File: src/rtl/trng_postproc_pkg.sv
// trng_pkg: shared widths and parameter defaults for the TRNG post-processor.
package trng_pkg;
    localparam int TRNG_BYTE_W        = 8;
    localparam int TRNG_DECIM_DEF     = 4;
    localparam int TRNG_RCT_LIMIT_DEF = 32;
    localparam int TRNG_OVF_W_DEF     = 8;
    typedef logic [TRNG_BYTE_W-1:0] trng_byte_t;
endpackage

File: src/rtl/trng_postproc_if.sv
// trng_postproc_if: valid/ready byte stream from the post-processor to its consumer.
interface trng_postproc_if;
    import trng_pkg::*;
    trng_byte_t rnd_data;
    logic       rnd_valid;
    logic       rnd_ready;
    modport master (output rnd_data, rnd_valid, input rnd_ready);
    modport slave  (input rnd_data, rnd_valid, output rnd_ready);
endinterface

File: src/rtl/trng_postproc_rct.sv
// trng_rct: repetition-count health test; sticky fail once a run of identical bits reaches RCT_LIMIT.
module trng_rct
    import trng_pkg::*;
#(
    parameter int RCT_LIMIT = TRNG_RCT_LIMIT_DEF
) (
    input  logic clk,
    input  logic rst,
    input  logic i_clr,
    input  logic i_strobe,
    input  logic i_bit,
    output logic o_fail
);
    localparam int CW = $clog2(RCT_LIMIT + 1);
    logic [CW-1:0] r_cnt;
    logic [CW-1:0] w_cnt_nxt;
    logic          r_last;
    // A zero count marks the first strobe after reset or clear.
    always_comb
        w_cnt_nxt = (r_cnt == '0 || i_bit != r_last) ? CW'(1) :
                    (r_cnt == CW'(RCT_LIMIT))         ? r_cnt  : r_cnt + 1'b1;
    always_ff @(posedge clk or posedge rst) begin
        if (rst) begin
            r_cnt  <= '0;
            r_last <= 1'b0;
            o_fail <= 1'b0;
        end else if (i_clr) begin
            r_cnt  <= '0;
            r_last <= 1'b0;
            o_fail <= 1'b0;
        end else if (i_strobe) begin
            r_cnt  <= w_cnt_nxt;
            r_last <= i_bit;
            if (w_cnt_nxt == CW'(RCT_LIMIT))
                o_fail <= 1'b1;
        end
    end
endmodule

File: src/rtl/trng_postproc.sv
// trng_postproc: decimate raw STR words, XOR-fold to bits, health-test, von Neumann de-bias
// and pack into bytes on a one-entry valid/ready output register.
module trng_postproc
    import trng_pkg::*;
#(
    parameter int DECIM     = TRNG_DECIM_DEF,
    parameter int RCT_LIMIT = TRNG_RCT_LIMIT_DEF,
    parameter int OVF_W     = TRNG_OVF_W_DEF
) (
    input  logic                   clk,
    input  logic                   rst,
    input  logic                   en,
    input  trng_byte_t             raw_byte,
    trng_postproc_if.master        rnd,
    output logic                   hlth_fail,
    input  logic                   hlth_clr,
    output logic [OVF_W-1:0]       ovf_cnt
);
    localparam int DW = (DECIM > 1) ? $clog2(DECIM) : 1;
    localparam int BW = $clog2(TRNG_BYTE_W);
    logic [DW-1:0] r_dcnt;
    logic          r_pair;
    logic          r_first;
    trng_byte_t    r_shreg;
    logic [BW-1:0] r_bcnt;
    logic          w_strobe;
    logic          w_raw;
    logic          w_vn;
    logic          w_done;
    trng_byte_t    w_byte;

    assign w_strobe = en && (r_dcnt == DW'(DECIM - 1));
    assign w_raw    = ^raw_byte;
    assign w_vn     = w_strobe && !hlth_fail && r_pair && (r_first != w_raw);
    assign w_done   = w_vn && (r_bcnt == BW'(TRNG_BYTE_W - 1));
    // A 10 pair emits 1 and a 01 pair emits 0, i.e. always the first bit of the pair.
    assign w_byte   = {r_shreg[TRNG_BYTE_W-2:0], r_first};

    trng_rct #(.RCT_LIMIT(RCT_LIMIT)) u_rct (
        .clk      (clk),
        .rst      (rst),
        .i_clr    (hlth_clr),
        .i_strobe (w_strobe),
        .i_bit    (w_raw),
        .o_fail   (hlth_fail)
    );

    always_ff @(posedge clk or posedge rst) begin
        if (rst) begin
            r_dcnt        <= '0;
            r_pair        <= 1'b0;
            r_first       <= 1'b0;
            r_shreg       <= '0;
            r_bcnt        <= '0;
            rnd.rnd_data  <= '0;
            rnd.rnd_valid <= 1'b0;
            ovf_cnt       <= '0;
        end else if (hlth_clr) begin
            r_dcnt        <= '0;
            r_pair        <= 1'b0;
            r_shreg       <= '0;
            r_bcnt        <= '0;
            rnd.rnd_valid <= 1'b0;
        end else begin
            if (en)
                r_dcnt <= w_strobe ? '0 : r_dcnt + 1'b1;
            if (hlth_fail) begin
                r_pair  <= 1'b0;
                r_shreg <= '0;
                r_bcnt  <= '0;
            end else if (w_strobe) begin
                r_pair <= !r_pair;
                if (!r_pair)
                    r_first <= w_raw;
                if (w_vn) begin
                    r_shreg <= w_byte;
                    r_bcnt  <= r_bcnt + 1'b1;
                end
            end
            // A byte completing while the held one is still unaccepted is dropped and counted.
            if (hlth_fail)
                rnd.rnd_valid <= 1'b0;
            else if (w_done && (!rnd.rnd_valid || rnd.rnd_ready)) begin
                rnd.rnd_data  <= w_byte;
                rnd.rnd_valid <= 1'b1;
            end else if (w_done)
                ovf_cnt <= (&ovf_cnt) ? ovf_cnt : ovf_cnt + 1'b1;
            else if (rnd.rnd_valid && rnd.rnd_ready)
                rnd.rnd_valid <= 1'b0;
        end
    end
endmodule

File: src/flat_wrapper.sv
// flat-port wrapper written by rule: the top's interface ports become plain ports
module trng_postproc_flat import trng_pkg::*;
#(
    parameter int DECIM     = TRNG_DECIM_DEF,
    parameter int RCT_LIMIT = TRNG_RCT_LIMIT_DEF,
    parameter int OVF_W     = TRNG_OVF_W_DEF
)
  (clk, rst, en, raw_byte, hlth_fail, hlth_clr, ovf_cnt, rnd_rnd_data, rnd_rnd_valid, rnd_rnd_ready);
  trng_postproc_if rnd_i ();
  input  logic clk;
  input  logic rst;
  input  logic en;
  input  trng_byte_t raw_byte;
  output logic hlth_fail;
  input  logic hlth_clr;
  output logic [OVF_W-1:0] ovf_cnt;
  output wire logic [$bits(rnd_i.rnd_data)-1:0] rnd_rnd_data;
  output wire logic [$bits(rnd_i.rnd_valid)-1:0] rnd_rnd_valid;
  input wire logic [$bits(rnd_i.rnd_ready)-1:0] rnd_rnd_ready;
  assign rnd_rnd_data = rnd_i.rnd_data;
  assign rnd_rnd_valid = rnd_i.rnd_valid;
  assign rnd_i.rnd_ready = rnd_rnd_ready;
  trng_postproc #(.DECIM(DECIM), .RCT_LIMIT(RCT_LIMIT), .OVF_W(OVF_W)) u_core (.clk(clk), .rst(rst), .en(en), .raw_byte(raw_byte), .rnd(rnd_i), .hlth_fail(hlth_fail), .hlth_clr(hlth_clr), .ovf_cnt(ovf_cnt));
endmodule
File: config.mk
export PLATFORM = sky130hd
export DESIGN_NAME = trng_postproc_flat
export DESIGN_NICKNAME = d
export VERILOG_FILES = /design/src/rtl/trng_postproc_pkg.sv /design/src/rtl/trng_postproc_if.sv /design/src/rtl/trng_postproc_rct.sv /design/src/rtl/trng_postproc.sv /design/src/flat_wrapper.sv
export SDC_FILE = /design/constraint.sdc
export NUM_CORES = 1
export LEC_CHECK = 0
export BUFFER_PORTS_ARGS = -buffer_cell sky130_fd_sc_hd__buf_4
export CAP_MARGIN = 20
export CORE_MARGIN = 10
export CORE_UTILIZATION = 35
export CTS_CLUSTER_DIAMETER = 100
export DETAILED_ROUTE_END_ITERATION = 10
export GPL_TIMING_DRIVEN = 0
export HOLD_SLACK_MARGIN = 0.12
export PLACE_DENSITY = 0.55
export RECOVER_POWER = 25
export SLEW_MARGIN = 20
export SYNTH_ARGS = -nofsm -noshare
export SYNTH_HDL_FRONTEND = slang
export SYNTH_SLANG_ARGS = --single-unit
File: constraint.sdc
create_clock -name clk -period 2.5 [get_ports clk]
set_input_delay 0.25 -clock clk [delete_from_list [all_inputs] [get_ports clk]]
set_output_delay 0.25 -clock clk [all_outputs]
set_load 0.02 [all_outputs]
Yosys cells after proc, flatten, opt, wreduce, memory -nomap -nowiden:

Index checks and enable logic that the tools add are counted.

* input port bits: 13
* bits in registers: 39

* reduce and logical (&&, ||, !) cells: 27
* bitwise gates (word level): 5
* equal/unequal tests: 7
* multiplexer cells: 28
* $add $sub $neg: 4

Operators with widths (number)
* two-way mux 7 bit: 4
* two-way mux 6 bit: 4
* two-way mux 1 bit: 13
* equality test 6 bit (second input constant): 2
* two-way mux 3 bit: 4
* adder 8 x 1 -> 8 bit (second input constant): 1
* AND reduction 8 bit: 1
* parity 8 bit: 1
* logical AND 1 bit: 7
* adder 6 x 1 -> 6 bit (second input constant): 1
* zero test 6 bit: 1
* two-way mux 2 bit: 3
* AND reduction 2 bit: 3
* nonzero test 2 bit: 3
* nonzero test 3 bit: 2
* NOT 1 bit: 5
* AND reduction 5 bit: 1
* != test 4 bit (second input constant): 1
* AND reduction 4 bit: 1
* nonzero test 4 bit: 1
* adder 3 x 1 -> 3 bit (second input constant): 1
* equality test 3 bit (second input constant): 1
* zero test 1 bit: 3
* AND reduction 3 bit: 1
* other kinds (4): 6

Longest topological paths before layout:

Gate-level depths: netlist of run 1.

* word-level depth: 10
* mapped depth: 7
* mapped depth without buffers: 7

Modules after synthesis:

From an unflattened synthesis of run 1, not the netlist that was laid out.

* cells, all modules: 203
* area, all modules: 2147.1 um2

Modules (own cells, without submodules)
* trng_postproc: cells an instance 132, instances 1, area an instance 1526.5 um2, seq. area each 775.7 um2
* trng_rct: cells an instance 71, instances 1, area an instance 620.6 um2, seq. area each 200.2 um2

Worst setup path before layout of run 1:

OpenSTA, ideal clock, no wires.

* path type: reg2reg
* from: register u_core.ovf_cnt[0]
* to: register u_core.ovf_cnt[1]
* data required time: 2.375 ns
* buffers on the path: 1
* cell stages (with the launch flop): 8
* slack: 0.444 ns
* arrival time: 1.932 ns
* clock period less this slack: 2.056 ns
* cell sequence: dfrtp_1 -> ha_1 -> nand3_1 -> nor2_1 -> or3b_2 -> clkbuf_1 -> nor2_1 -> mux2_2

* cells in the longest elaborated chain, start to end: 3
* elaborated cells on any way between the ends: 4
* classes of those cells: add/sub (1); bitwise (1); reduce/logical (2)

RTL lines
* from (decl): line trng_postproc.sv:17 `output logic [OVF_W-1:0] ovf_cnt`
* from (signal assigned): line trng_postproc.sv:87 `ovf_cnt <= (&ovf_cnt) ? ovf_cnt : ovf_cnt + 1'b1;`
* branches (longest 3 deep; another with adder 8 x 1 -> 8 bit)

Several ways; the timed one is not identified.
A chain may end at the register's enable or synchronous reset.

Final worst setup path of run 1:

* from: register u_core.r_dcnt[0]
* to: register u_core.ovf_cnt[1]

* cells in the longest elaborated chain, start to end: 9

RTL lines
* from (decl): line trng_postproc.sv:21 `logic [DW-1:0] r_dcnt;`
* from (signal assigned): line trng_postproc.sv:66 `r_dcnt <= w_strobe ? '0 : r_dcnt + 1'b1;`
* equality test 2 bit *: line trng_postproc.sv:32 `assign w_strobe = en && (r_dcnt == DW'(DECIM - 1));`
* logical AND 1 bit *: line trng_postproc.sv:32
* logical AND 1 bit * (3 in series): line trng_postproc.sv:34 `assign w_vn = w_strobe && !hlth_fail && r_pair && (r_first != w_raw);`
* logical AND 1 bit *: line trng_postproc.sv:35 `assign w_done = w_vn && (r_bcnt == BW'(TRNG_BYTE_W - 1));`
* logical AND 1 bit: line trng_postproc.sv:83 `else if (w_done && (!rnd.rnd_valid || rnd.rnd_ready)) begin`
* NOT 1 bit (no line)
* AND reduction 5 bit (no line) *

Every way passes the cells marked *; elsewhere a longest branch is shown, timed or not.

==> impl_metrics.json, run 1 <==
{
  "fp.dieW_um": 96.7,
  "portBuffers": 30,
  "routedWlPerCell_um": 14.0,
  "maxCapViolations": 0,
  "ys_ff_latch": 39,
  "fp.dieH_um": 96.7,
  "finClkSkew_ns": 0.00841,
  "track_usage_pct": 9.19,
  "ys_types": 44,
  "path_cells": "ha_1 -> and3b_1 -> nand3_1 -> or3b_2 -> clkbuf_1 -> nor2_1 -> mux2_2",
  "slew_headroom_pct": 46.6,
  "num_rows": 27,
  "clk_pin_slew_ns": 0.08,
  "vias_per_cell": 4.99,
  "netlist.area_leader.share_pct": 47.4,
  "grt_pass1_wl_mm": 7.51,
  "cp.required_ns": 2.68,
  "design.portCount": 31,
  "synth_area_sq_um": 2060,
  "slowest_delay_ns": 0.47,
  "n_fill_cell": 548,
  "hold_path_class": "input port to flop",
  "insertion_delay_ns": 0.29,
  "async_flop_share_pct": 100,
  "utilization_pct": 44.8,
  "grt_pass1_vias": 1594,
  "finalNetCount": 246,
  "drive_above_1_share_pct": 25.4,
  "worstPathArrival_ns": 2.43,
  "cp_max_fo": 7,
  "synth_most_common_cell": "dfrtp_1",
  "worst_pin_slew_ns": 0.799,
  "antenna_found_initial": 0,
  "crit_slowest_cell": "or3b_2",
  "synth-edff-count": 0,
  "avgSynthCellArea_sq_um": 11.0,
  "ys_seq_area_share_pct": 47.4,
  "ff_latch_area_sq_um": 976,
  "cts-root-buf": "clkbuf_8",
  "status": "completed",
  "yosys_warnings": 0,
  "drv_slew": 0,
  "syn-num-nets": 207,
  "htree_levels": 2,
  "clock.fmax_ghz": 0.444,
  "finalHoldViolations": 0,
  "power.density_nw_per_um2": 555,
  "syn_inst": 188,
  "first_pass_iters": 4,
  "globalRouteOverflowTotal": 0,
  "area_growth_pct": 21.9,
  "layout_min_cycle_time_ns": 2.25,
  "place_congestion": 0.810,
  "drtIter0Drc": 48,
  "num_antenna_cells": 0,
  "vdd_drop_max_mv": 0.290,
  "ys_top_cells_by_count": "dfrtp_1 (39), nand2_1 (17), nor2_1 (10)",
  "cts_setup_buffers": 0,
  "synthTopCellsByArea": "dfrtp_1 (47%), mux2_2 (4.4%), mux2i_1 (3.9%), xnor2_1 (3.8%), xor2_1 (3.8%)",
  "fin_crit_sh_pct": 90.1,
  "dp_hpwl_mm": 3.14,
  "die_area_sq_um": 9350,
  "synthFlopType": "dfrtp_1",
  "start_util_pct": 36.7,
  "p_leak_uw": 0.00121,
  "crit_path_start_kind": "flop",
  "core-area_sq_um": 5610,
  "crit_type": "flop to flop",
  "grt_start_max_net_pins": 22,
  "multi_input_area_sq_um": 1020,
  "rsz0062_at_grt": "false",
  "cts.sinks": 39,
  "final-setup-viol-count": 0,
  "wirelength_mm": 4.21,
  "drc_errors": 0,
  "synth_top_area_cell": "dfrtp_1",
  "cts_made_buffers": 5,
  "ant_nets": 0,
  "clockBufferDepth": 2,
  "tns_ns": 0,
  "critPathCaptureType": "flop",
  "vias": 1498,
  "cts_tree": "yes"
}
-- state kept, by name (all words and copies together), names as in the netlist --
name                  flops
u_core.r_dcnt             2
u_core.rnd.rnd_valid      1
u_core.rnd.rnd_data       8
u_core.r_shreg            7
u_core.u_rct.o_fail       1
u_core.u_rct.r_cnt        6
u_core.ovf_cnt            8
u_core.u_rct.r_last       1
u_core.r_first            1
u_core.r_pair             1
u_core.r_bcnt             3
-- what timing repair did --
item	CTS	global route
endpoints found under the hold margin	18	0
hold buffers	1	0
gates resized for setup	0	0
-- stage by stage --
step / hold WS [ns] / setup WS (ns) / cell area [sq um] / power [uW] / cells
2_1_floorplan: 0.411 / 0.444 / 2060 / 882 / 188
3_3_place_gp: 0.486 / 0.164 / 2370 / 945 / 290
3_5_place_dp: 0.295 / 0.162 / 2400 / 951 / 291
4_1_cts: 0.268 / 0.246 / 2510 / 1420 / 300
5_1_grt: 0.280 / 0.109 / 2510 / 1480 / 300
6_report: 0.271 / 0.248 / 2510 / 1390 / 300
-- cell type report --
type | instances | area share (%)
Multi-Input combinational cell | 135 | 40.8
Tap cell | 72 | 3.59
Clock buffer | 6 | 3.29
Clock inverter | 2 | 0.648
Buffer | 7 | 1.35
Timing Repair Buffer | 32 | 10.5
Inverter | 7 | 1.05
Sequential cell | 39 | 38.9
-- worst paths after layout --
kind                                               end  slack, ns         startpoint  depth (start not counted)
worst min register to register       u_core.ovf_cnt[7]       0.50  u_core.ovf_cnt[7]                          1
min in group asynchronous       u_core.rnd.rnd_data[2]       0.67                rst                          3
worst max register to register       u_core.ovf_cnt[1]       0.25   u_core.r_dcnt[0]                          7
max in group asynchronous                u_core.r_pair       1.26                rst                          4
worst min-delay path              u_core.rnd.rnd_valid       0.27      rnd_rnd_ready                          4
worst max-delay path                 u_core.ovf_cnt[1]       0.25   u_core.r_dcnt[0]                          7
-- cell usage in the layout (no fill, tap or decap), types with 2 or more instances in the layout --
cell type,count
mux2i_1,8
nor2b_1,2
buf_4,29
nor3_1,4
a22o_1,2
and2_1,2
nand2_1,17
a21oi_1,6
ha_1,6
a31oi_1,2
clkbuf_8,6
nand4_1,3
xnor2_1,9
o21ai_0,7
nor2_1,10
inv_1,7
xor3_4,2
a32o_1,2
dfrtp_1,39
nor4_1,5
nand3_1,9
clkbuf_1,5
xor2_1,9
mux2_2,8
xnor2_2,2
a2111oi_0,2
-- worst max-delay path, delay by kind of cell, from the launching register on --
kind          cells  cell delay, ns
simple gates      4            1.06
flops             1            0.37
mux               1            0.35
fa+ha+maj         1            0.19
buf+inv           1            0.18
-- report_power, final --
part / switching [uW] / internal, uW / leakage [uW]
Clock: 232 / 225 / 0.0000474
Combinational: 136 / 144 / 0.000623
Sequential: 14.8 / 640 / 0.000537
Total: 384 / 1010 / 0.00121
-- per-layer routing --
layer / part of all wire (%) / up-vias / global-route usage, %
met3: 4.4 / 6 / 2.63
li1: - / 743 / -
met1: 47 / 715 / 11.4
met2: 47 / 34 / 14.6
met4: 1.4 / 0 / 3.49
met5: 0 / - / 0
-- cells by family after synthesis --
kind of cell    Yosys count  share of synthesized area, %
buf+inv                  14                          2.92
simple gates             62                          15.3
compound gates           27                          8.75
mux                      17                          8.93
fa+ha+maj                 6                          3.65
flops                    39                          47.4
xor+xnor                 23                          13.1
No activity file was read; power rests on OpenSTA's default activity.
==> inputs of run 2 (changes only) <==
--- a/config.mk
+++ b/config.mk
@@ -7,7 +7,7 @@
 export LEC_CHECK = 0
 export BUFFER_PORTS_ARGS = -buffer_cell sky130_fd_sc_hd__buf_4
 export CAP_MARGIN = 20
-export CORE_MARGIN = 10
+export CORE_MARGIN = 3
 export CORE_UTILIZATION = 35
 export CTS_CLUSTER_DIAMETER = 100
 export DETAILED_ROUTE_END_ITERATION = 10
==> run 2 against run 1 <==
Effect of this change: cell count unchanged; sequential power about the same; wire length down 4.4%; first-iteration DRC count up 4.2%; highest routed layer unchanged; sequential share of layout area up 0.33 points; cell area down 0.85%; hold slack worse by 0.024 ns; worst setup slack better by 0.0038 ns; power down 0.52%; clock skew down 0.0043 ns.
==> impl_metrics.json, run 2 (synthesis gave the netlist of run 1 again) <==
{
  "ff_latch_area_sq_um": 976,
  "vias": 1512,
  "slew_headroom_pct": 26.2,
  "final-setup-viol-count": 0,
  "layout_common_cells": "dfrtp_1 (39), buf_4 (29), nand2_1 (17)",
  "path_depth": 7,
  "reg_top3": "u_core.ovf_cnt x8, u_core.rnd.rnd_data x8, u_core.r_shreg x7",
  "multi_input_area_sq_um": 1020,
  "ant_nets": 0,
  "cts.sinks": 39,
  "cp-startpoint": "u_core.r_dcnt[0]",
  "clk_pin_slew_ns": 0.08,
  "tns_ns": 0,
  "vias_per_cell": 5.04,
  "crit_type": "flop to flop",
  "cp_max_fo": 7,
  "finalNetCount": 246,
  "min-delay-start": "en",
  "grt_start_max_net_pins": 25,
  "final_cells": 300,
  "wirelength_mm": 4.02,
  "slowest_delay_ns": 0.46,
  "critPathCaptureType": "flop",
  "cts_setup_buffers": 0,
  "clock.fmax_ghz": 0.445,
  "vdd_drop_max_mv": 0.318,
  "hold_path_class": "input port to flop",
  "dp_hpwl_mm": 2.93,
  "r2r-start": "u_core.r_dcnt[0]",
  "drive_above_1_share_pct": 25.0,
  "cts_made_buffers": 5,
  "design.portCount": 31,
  "first_pass_iters": 4,
  "grt_pass1_vias": 1424,
  "path_cells": "ha_1 -> and3b_1 -> nand3_1 -> or3b_2 -> clkbuf_1 -> nor2_1 -> mux2_2",
  "worstPathArrival_ns": 2.44,
  "status": "completed",
  "fp.dieW_um": 82.7,
  "fin_crit_sh_pct": 89.9,
  "drtIter0Drc": 50,
  "num_rows": 27,
  "fp.dieH_um": 82.7,
  "track_usage_pct": 13.1,
  "rsz0062_at_grt": "false",
  "num_antenna_cells": 0,
  "power.density_nw_per_um2": 557,
  "routedWlPerCell_um": 13.4,
  "maxCapViolations": 0,
  "htree_levels": 2,
  "globalRouteOverflowTotal": 0,
  "n_fill_cell": 558,
  "layout_min_cycle_time_ns": 2.25,
  "layout_commonest_cell": "dfrtp_1",
  "rr_worst_depth": 7,
  "insertion_delay_ns": 0.30,
  "cts-root-buf": "clkbuf_8",
  "cp.required_ns": 2.69,
  "dpl.cell_count": 291,
  "antenna_found_initial": 0,
  "crit_slowest_cell": "or3b_2",
  "cts_tree": "yes",
  "worstHoldPathCells": 3,
  "grt_pass1_wl_mm": 6.73,
  "start_util_pct": 36.7,
  "crit_path_start_kind": "flop",
  "utilization_pct": 44.4,
  "p_leak_uw": 0.00120,
  "finClkSkew_ns": 0.00407,
  "die_area_sq_um": 6840,
  "finalHoldViolations": 0,
  "place_congestion": 0.810,
  "drv_slew": 0,
  "core-area_sq_um": 5610,
  "clockBufferDepth": 2,
  "portBuffers": 30,
  "drc_errors": 0,
  "worst_pin_slew_ns": 1.10,
  "area_growth_pct": 20.9,
  "cp_num_buf_inv": 1,
  "cts-resized-gates": 0,
  "path_delay_family": "simple AND/OR/NAND/NOR gates"
}
-- run 2: cell types whose count changed in the layout (fill, tap and decap cells not counted) --
cell	delta
inv_6	+1
dlymetal6s2s_1	+1
clkinv_4	-1
buf_16	-1
clkbuf_8	-1
clkinvlp_4	+1
-- run 2: timing repair --
item / in CTS / in global routing
hold buffers: 1 / 0
endpoints found under the hold margin: 15 / 0
setup endpoints to repair: 0 / 0
-- run 2: worst min-delay path: cells and delay by family --
family                    cells  cell delay (ns)
buffers and inverters         1             0.11
and+or+nand+nor               1             0.04
xor gates and xnor gates      1             0.11
-- run 2: stage by stage --
step	power (uW)	instance area, sq um	hold slack (ns)	setup slack, ns
2_1_floorplan	882	2060	0.411	0.444
3_3_place_gp	946	2370	0.483	0.176
3_5_place_dp	948	2390	0.258	0.170
4_1_cts	1400	2500	0.243	0.238
5_1_grt	1440	2490	0.267	0.0820
6_report	1390	2490	0.247	0.252
-- run 2: power by group --
part	total, uW	leakage [uW]	switching [uW]	internal (uW)
registers	653	0.000537	13.6	640
clock network	452	0.0000408	252	200
logic	280	0.000623	139	141
-- run 2: path summary, 6_finish.rpt --
path	endpoint	slack, ns
max in group asynchronous	u_core.u_rct.o_fail	0.46
setup reg to reg	u_core.ovf_cnt[1]	0.25
setup / recovery	u_core.ovf_cnt[1]	0.25
min in group asynchronous	u_core.r_shreg[6]	0.58
hold / removal	u_core.r_dcnt[0]	0.25
hold reg to reg	u_core.ovf_cnt[6]	0.50
-- run 2: routing by layer --
| layer | track usage [%] | share of wire [%] | vias to the layer above |
|---|---|---|---|
| li1 | - | - | 745 |
| met1 | 18.2 | 49 | 736 |
| met2 | 19.0 | 46 | 27 |
| met3 | 3.58 | 3.7 | 4 |
| met4 | 5.72 | 1.3 | 0 |
| met5 | 0 | 0 | - |
-- run 2: layout make-up --
cell class              instances  share of cell area, %
inverters                       7                   1.06
plain buffers                   7                   1.36
clock inverters                 3                  0.955
flip-flops and latches         39                   39.2
clock buffers                   5                   2.76
well taps                      72                   3.62
repair buffers                 32                   9.95
multi-input cells             135                   41.1
==> inputs of run 3 (changes only) <==
--- a/config.mk
+++ b/config.mk
@@ -5,6 +5,7 @@
 export SDC_FILE = /design/constraint.sdc
 export NUM_CORES = 1
 export LEC_CHECK = 0
+export ABC_AREA = 1
 export BUFFER_PORTS_ARGS = -buffer_cell sky130_fd_sc_hd__buf_4
 export CAP_MARGIN = 20
 export CORE_MARGIN = 3
==> run 3 against run 2 <==
Effect of this change: power shrank 5.6%; die area is 6.3% higher; wire length rose by 2.2%; combinational power shrank 55%; largest cell class unchanged; cell area grew 6.3%; register-to-register slack better by 0.55 ns; count of clock-buffer cells in the layout unchanged.
==> impl_metrics.json, run 3 <==
{
  "power_switching_share_pct": 24.6,
  "clock.fmax_ghz": 0.588,
  "track_usage_pct": 12.4,
  "num_rows": 28,
  "tns_ns": 0,
  "pre_cts_ws_ns": 0.759,
  "critPathCaptureType": "flop",
  "syn-num-nets": 298,
  "r2r_slack_ns": 0.80,
  "grt_pass1_wl_mm": 7.49,
  "clockBufferDepth": 2,
  "path_depth": 8,
  "synth-edff-count": 0,
  "slowest_delay_ns": 0.37,
  "ys_ff_latch": 39,
  "setup_ws_ns": 0.798,
  "fp.dieH_um": 85.3,
  "cts-root-buf": "clkbuf_8",
  "crit_type": "flop to flop",
  "crit_path_start_kind": "flop",
  "reg_top3": "u_core.ovf_cnt x8, u_core.rnd.rnd_data x8, u_core.r_shreg x7",
  "globalRouteOverflowTotal": 0,
  "layout_commonest_cell": "nand2_1",
  "drv_slew": 0,
  "num_antenna_cells": 0,
  "synthFlopType": "dfrtp_1",
  "htree_levels": 2,
  "vdd_drop_max_mv": 0.288,
  "ys_top_cells_by_count": "nand2_1 (95), dfrtp_1 (39), inv_1 (26), nand3_1 (25), nor2_1 (16)",
  "hold_path_class": "input port to flop",
  "synthTopCellsByArea": "dfrtp_1 (44%), nand2_1 (16%), nand3_1 (5.7%), inv_1 (4.4%), ha_1 (3.4%)",
  "synth_top_area_cell": "dfrtp_1",
  "grt_start_max_net_pins": 32,
  "design.portCount": 31,
  "p_leak_uw": 0.00142,
  "async_flop_share_pct": 100,
  "dpl.cell_count": 385,
  "fin_crit_sh_pct": 68.1,
  "status": "completed",
  "worstPathArrival_ns": 1.89,
  "drc_errors": 0,
  "cts.sinks": 39,
  "synth_area_sq_um": 2200,
  "clk_pin_slew_ns": 0.08,
  "cts_tree": "yes",
  "netlist.area_leader.share_pct": 44.4,
  "routedWlPerCell_um": 10.4,
  "cp_num_buf_inv": 0,
  "finalNetCount": 337,
  "layout_common_cells": "nand2_1 (95), dfrtp_1 (39), buf_4 (29)",
  "power.switching_uw": 322,
  "utilization_pct": 44.2,
  "ant_nets": 0,
  "start_util_pct": 36.7,
  "combPwrFrac_pct": 9.7,
  "path_cells": "ha_1 -> nand2_1 -> nor2_1 -> nand3_4 -> nor2_8 -> nand3_4 -> nand2_1 -> nand2_1",
  "critPathMostFrequentCell": "nand2_1",
  "syn_inst": 279,
  "maxCapViolations": 0,
  "cp.required_ns": 2.69,
  "synth_most_common_cell": "nand2_1",
  "final-setup-viol-count": 0,
  "cp_max_fo": 9,
  "finClkSkew_ns": 0.00852,
  "ys_types": 27,
  "final_cells": 394,
  "rsz0062_at_grt": "false",
  "vias_per_cell": 4.71,
  "cts-resized-gates": 0,
  "slew_headroom_pct": 49.6,
  "portBuffers": 30,
  "holdWs_ns": 0.154,
  "grt_pass1_vias": 1705,
  "path_delay_family": "simple AND/OR/NAND/NOR gates",
  "ys_seq_area_share_pct": 44.4,
  "layout_min_cycle_time_ns": 1.70,
  "power.density_nw_per_um2": 494,
  "p_clk_share_pct": 40.3,
  "finalHoldViolations": 0,
  "worstHoldPathCells": 2,
  "area_growth_pct": 20.3,
  "drtIter0Drc": 71,
  "antenna_found_initial": 0,
  "wirelength_mm": 4.11,
  "dp_hpwl_mm": 3.19,
  "fp.dieW_um": 85.3,
  "p_int_uw": 986,
  "cts_made_buffers": 5,
  "vias": 1857,
  "rr_worst_depth": 8,
  "core-area_sq_um": 5990,
  "yosys_warnings": 0,
  "crit_slowest_cell": "dfrtp_1",
  "die_area_sq_um": 7270,
  "insertion_delay_ns": 0.29,
  "first_pass_iters": 4,
  "avgSynthCellArea_sq_um": 7.88,
  "worst_pin_slew_ns": 0.756,
  "place_congestion": 0.802,
  "drive_above_1_share_pct": 17.6,
  "p_seq_share_pct": 50.0
}
-- run 3: per-stage QoR --
step                instance area [sq um]  total power, uW
floorplan                            2200              755
global placement                     2520              794
detailed placement                   2540              799
CTS                                  2660             1340
global route                         2650             1380
finish                               2650             1310
-- run 3: logic make-up (layout without fill, tap and decap cells) --
group	count (synthesis)	after routing	synth area share, %
AO/OA/AOI/OAI	24	24	5.74
XOR/XNOR	12	12	4.78
adder cells (fa/ha/maj)	6	6	3.41
buffers and inverters	32	72	5.92
flip-flops	39	39	44.4
AND/OR/NAND/NOR	166	166	35.8
-- run 3: layout make-up --
cell class / instances / area [sq um]
multi-input combinational: 208 / 1090
buffer: 4 / 25.0
inverter: 28 / 105
timing repair buffer: 32 / 240
fill: 644 / 3340
clock buffer: 5 / 68.8
sequential: 39 / 976
clock inverter: 3 / 43.8
tap: 75 / 93.8
-- run 3: power groups by stage --
stage	registers [uW]	logic, uW	clock network [uW]
after floorplan	662	93.0	0
after global placement	667	127	0
after detailed placement	666	133	0
after global routing	657	149	572
final	653	127	527
after CTS	654	134	547
-- run 3: path summary, 6_finish.rpt --
| kind | startpoint | end |
|---|---|---|
| max | u_core.r_dcnt[0] | u_core.rnd.rnd_data[3] |
| min | en | u_core.r_dcnt[1] |
| max reg2reg | u_core.r_dcnt[0] | u_core.rnd.rnd_data[3] |
| min reg2reg | u_core.rnd.rnd_data[4] | u_core.rnd.rnd_data[4] |
| max in group asynchronous | rst | u_core.r_first |
| min in group asynchronous | rst | u_core.r_shreg[5] |
-- run 3: layer usage --
metal	up-vias	part of all wire [%]	track usage [%]
met5	-	0	0
met4	0	0.83	3.02
met3	6	4.2	2.72
met2	32	46	20.6
met1	840	48	16.5
li1	979	-	-
-- run 3: repair_timing --
item	CTS	global route
endpoints found under the hold margin	8	0
hold buffers	1	0
setup endpoints to repair	0	0
setup buffers	0	0
